==> src/rtl/clkgate_pkg.sv <==
// Shared types and helpers for the multi-channel clock-gate controller.
package clkgate_pkg;

  typedef enum logic [1:0] {
    ST_OFF  = 2'b00,
    ST_ON   = 2'b01,
    ST_HOLD = 2'b10
  } cg_state_e;

  // Idle counter must hold IDLE_CYC; never narrower than one bit.
  function automatic int cnt_width(input int idle_cyc);
    int w;
    w = $clog2(idle_cyc + 1);
    return (w < 1) ? 1 : w;
  endfunction

endpackage

==> src/rtl/clkgate_latch_cell.sv <==
// Glitch-free gate: low-transparent latch on (E | SE) ANDed with the source clock.
module clkgate_latch_cell (
  input  logic CK,
  input  logic E,
  input  logic SE,
  output logic GCK
);

  logic q;

  // Q may only move while CK is low, so GCK can never be truncated mid-pulse.
  always_latch begin
    if (!CK) q <= E | SE;
  end

  assign GCK = CK & q;

endmodule

==> src/rtl/clkgate_ctrl_multi.sv <==
// N_CH request-driven clock gates, each with an idle-hysteresis FSM and a shared scan override.
module clkgate_ctrl_multi
  import clkgate_pkg::*;
#(
  parameter int N_CH     = 4,
  parameter int IDLE_CYC = 3
) (
  input  logic              CK,
  input  logic              RST,
  input  logic              SE,
  input  logic [N_CH-1:0]   REQ,
  output logic [N_CH-1:0]   GCK,
  output logic [N_CH-1:0]   ACTIVE,
  output logic              ALL_IDLE,
  output logic [2*N_CH-1:0] DBG_STATE
);

  localparam int CNT_W = cnt_width(IDLE_CYC);
  localparam logic [CNT_W-1:0] IDLE_LD = CNT_W'(IDLE_CYC);

  cg_state_e        state_q [N_CH];
  cg_state_e        state_d [N_CH];
  logic [CNT_W-1:0] cnt_q   [N_CH];
  logic [CNT_W-1:0] cnt_d   [N_CH];
  logic [N_CH-1:0]  en_q;
  logic [N_CH-1:0]  en_d;
  logic             all_idle_q;

  always_comb begin
    for (int i = 0; i < N_CH; i++) begin
      state_d[i] = state_q[i];
      cnt_d[i]   = cnt_q[i];
      case (state_q[i])
        ST_OFF: begin
          if (REQ[i]) state_d[i] = ST_ON;
        end
        ST_ON: begin
          if (!REQ[i]) begin
            if (IDLE_CYC == 0) begin
              state_d[i] = ST_OFF;
            end else begin
              state_d[i] = ST_HOLD;
              cnt_d[i]   = IDLE_LD;
            end
          end
        end
        ST_HOLD: begin
          // Counting stops at 1 so a stray zero can never wrap into a long hold.
          if (REQ[i])                          state_d[i] = ST_ON;
          else if (cnt_q[i] <= CNT_W'(1))      state_d[i] = ST_OFF;
          else                                 cnt_d[i]   = cnt_q[i] - CNT_W'(1);
        end
        default: state_d[i] = ST_OFF;
      endcase
      en_d[i] = (state_d[i] != ST_OFF);
    end
  end

  always_ff @(posedge CK) begin
    if (RST) begin
      for (int i = 0; i < N_CH; i++) begin
        state_q[i] <= ST_OFF;
        cnt_q[i]   <= '0;
      end
      en_q       <= '0;
      all_idle_q <= 1'b1;
    end else begin
      state_q    <= state_d;
      cnt_q      <= cnt_d;
      en_q       <= en_d;
      all_idle_q <= ~|en_d;
    end
  end

  assign ACTIVE   = en_q;
  assign ALL_IDLE = all_idle_q;

  for (genvar g = 0; g < N_CH; g++) begin : g_ch
    assign DBG_STATE[2*g +: 2] = state_q[g];

    clkgate_latch_cell u_cell (
      .CK (CK),
      .E  (en_q[g]),
      .SE (SE),
      .GCK(GCK[g])
    );
  end

endmodule

==> config.mk <==
export PLATFORM = sky130hd
export DESIGN_NAME = clkgate_ctrl_multi
export DESIGN_NICKNAME = d
export VERILOG_FILES = /design/src/rtl/clkgate_pkg.sv /design/src/rtl/clkgate_latch_cell.sv /design/src/rtl/clkgate_ctrl_multi.sv
export SDC_FILE = /design/constraint.sdc
export NUM_CORES = 1
export LEC_CHECK = 0
export ABC_CLOCK_PERIOD_IN_PS = 1850
export BUFFER_PORTS_ARGS = -buffer_cell sky130_fd_sc_hd__buf_2
export CORE_AREA = 2 2 51 58
export DETAILED_ROUTE_END_ITERATION = 10
export DIE_AREA = 0 0 53 60
export PLACE_DENSITY = 0.71
export SETUP_SLACK_MARGIN = 0.4
export SYNTH_ARGS = -nofsm -noshare
export SYNTH_HDL_FRONTEND = slang
export SYNTH_SLANG_ARGS = --single-unit
==> constraint.sdc <==
create_clock -name CK -period 1.85 [get_ports CK]
set_clock_uncertainty 0.2 [all_clocks]
set_input_delay 0.2775 -clock CK [delete_from_list [all_inputs] [get_ports CK]]
set_output_delay 0.2775 -clock CK [all_outputs]
set_load 0.005 [all_outputs]
==> results.md <==
* Outcome: complete, but fails checks
* Violated checks: setup timing
* Pin count of the biggest net entering global routing at 17
* Fin util at 0.595
* Startpoint class of the critical path: latch
* CTS Hold Bufs at 4
* Number of synthesized flops with an enable pin at 0
* Final worst setup slack at -0.574 ns
* Die boundary width at about 53 um
* Crit path max-delay cell type: dlxtn_1
* Detailed Route WL at 2550 um
* Starting Density at 0.427
* Share of flip-flops with an asynchronous set or reset at 0
* Main synth FF type: dfxtp_1
* All-Layer GR Usage at 0.168
* Final hold vios at 0
* Post-route ant nets at 0
* Pwr/cell area at 772 nW/um^2
* Crit end category: primary output
* Slew HR at 0.764
* Critical path required time at 1.37 ns
* Rows at 20
* Io pins at 24
* Total gr overflow at 0
* Hold-critical path depth at 2
* Placed Area at between 1000 and 1500 um^2
* Number of global-route vias before repair at 896
* Mapped cell area at 1120 um^2
* Max cap viols at 0
* Syn Area/Cell at 9.12 um^2
* Max VDD drop at 0.409 mV
* Final Max Tran Viols at 0
* Total power at 1.21 mW
* Reg2Reg Depth at 1
* Worst path cell trace: and2_1 > buf_2
* Via count at 995
* Inst Count DP at 169
* YS warnings at 0
* Hold_sp: SE
* FF-to-FF setup slack at 0.16 ns
* Crit path from: g_ch[2].u_cell.q$_DLATCH_N_
* Final instance area at roughly 1600 um^2
* Area Overhead vs Synth at 39.2%
* Hold Path End: g_ch[2].u_cell.q$_DLATCH_N_
* Initial DRT Pass Iterations at 4
* Crit path max fanout at 1
* Port Buf Inserts at 23
* Chip height at around 60 um
* Core area at 2630 um^2
* First-pass GRT wire length at 3730 um
* Crit-path max cell delay at 0.40 ns
* Final Setup Violations at 8
* Fillers at 234
* ANT cells at 0
* Antenna violations before repair at 0
* R2r endpoint: g_ch[1].u_cell.q$_DLATCH_N_
* Layout Nets at 171
* Iter 0 DRT Violations at 28
* Area of the multi-input gates at 652 um^2
* Count of cell types in the netlist at 42
* TritonCTS clock tree: yes
* Worst-Skew Late Latency at about 0.41 ns
* Synthesis-stage register bit count at 25
* Least-Margin Pin Slew at roughly 0.35 ns
* WS Path Type: latch2out
* Non-Filler Instances at 192
* Fin Setup TNS at -2.27 ns
* Post-DP HPWL at 1640 um
* Gpl congestion at 0.825
* Die Footprint at 3180 um^2
* Clock slew at reported path FFs at 0.13 ns
* DRC at 0
* Min-delay worst type: in2latch
* Hold WS at between 0.01 and 0.015 ns
* Vias per std cell at 5.18
* Cells after synthesis at about 120
* Pre-CTS setup slack at -0.122 ns
* Syn nets at 134
* RSZ-0062 raised after global routing: yes
* Leakage at 0.666 nW
* WL/cell at 13.3 um
* Worst EP arrival at 1.95 ns
* Sequential Area at about 500 um^2
* Layout cells sized above 1 at 0.547
* RR Startpoint: ACTIVE[1]$_SDFF_PP0_
==> cell families after synthesis <==
logic type | synth area share
AOI/OAI and AO/OA | 0.167
buffers and inverters | 0.0970
muxes | 0.00892
DFF | 0.375
latches | 0.0535
and+or+nand+nor | 0.254
adders and majority gates | 0.0446
==> worst max-delay path: cells and delay by family, from the launching register on <==
kind	cells	cell delay [ns]
buffers and inverters	1	0.10
latches	1	0.40
AND/OR/NAND/NOR	1	0.10
==> placed cells by master, fill, tap and decap left out, types with 2 or more instances in the layout <==
| cell | instances |
|---|---|
| nand2_1 | 5 |
| nor2_2 | 2 |
| dfxtp_2 | 15 |
| clkbuf_4 | 7 |
| a211oi_1 | 2 |
| nor2_1 | 10 |
| a21oi_1 | 5 |
| buf_4 | 7 |
| nand3b_1 | 3 |
| nor2b_1 | 2 |
| o21ai_1 | 4 |
| buf_2 | 22 |
| inv_1 | 5 |
| a21oi_2 | 2 |
| ha_4 | 4 |
| dlygate4sd3_1 | 4 |
| nor4b_4 | 2 |
| a221oi_2 | 2 |
| buf_6 | 5 |
| o21ai_0 | 3 |
| and2_1 | 4 |
| or2_4 | 4 |
| dlxtn_1 | 4 |
| dfxtp_1 | 3 |
| nand2b_1 | 2 |
| dfxtp_4 | 3 |
| inv_2 | 5 |
==> layout make-up <==
class,instances,share of cell area
Tap cell,33,0.0264
Timing Repair Buffer,34,0.153
Sequential cell,25,0.327
Clock buffer,12,0.0488
Multi-Input combinational cell,77,0.417
Inverter,11,0.0280
==> flip-flops by register name (all words and copies together), names as in the netlist <==
name and cells:
ACTIVE 4, cnt_q 8, ALL_IDLE 1, DBG_STATE 8
g_ch.u_cell.q 4
==> routing by layer <==
layer  routed length [um]  vias to the layer above  global-route usage
li1                     -                      488                   -
met1                 1020                      469               0.181
met4                   77                        0               0.128
met5                    0                        -                   0
met3                  125                        9              0.0525
met2                 1330                       29               0.270
==> cells in the mapped netlist, types with 2 or more instances <==
cell type,number,area share
dfxtp_1,21,0.37
nor2_1,12,0.040
buf_4,8,0.054
inv_1,8,0.027
a21oi_1,7,0.031
o21ai_0,6,0.027
nand2_1,5,0.017
and2_1,4,0.022
dlxtn_1,4,0.054
ha_1,4,0.045
or2_2,4,0.022
a211oi_1,3,0.020
inv_2,3,0.010
nand3b_1,3,0.020
clkbuf_1,2,0.0067
nand2b_1,2,0.011
nor2b_1,2,0.011
==> where the power goes <==
| part | total, mW | switching [mW] | internal, mW |
|---|---|---|---|
| clock | 0.468 | 0.219 | 0.248 |
| combinational | 0.167 | 0.0762 | 0.0913 |
| sequential | 0.572 | 0.0279 | 0.544 |
| total | 1.21 | 0.323 | 0.883 |
==> worst max-delay path by stage <==
stage	cells past startpoint	to
5_1_grt	2	GCK[2]
3_3_place_gp	2	GCK[3]
4_1_cts	2	GCK[2]
2_1_floorplan	2	GCK[0]
3_5_place_dp	2	GCK[1]
6_report	2	GCK[2]
==> what timing repair did <==
| action | in CTS | in global routing |
|---|---|---|
| setup buffers | 6 | 5 |
| gates cloned | 0 | 0 |
| hold endpoints to repair | 8 | 1 |
| gates resized for setup | 28 | 18 |
| endpoints found under the setup margin | 29 | 30 |
| pin swaps | 11 | 12 |
Power figures use the tool's default switching activity.
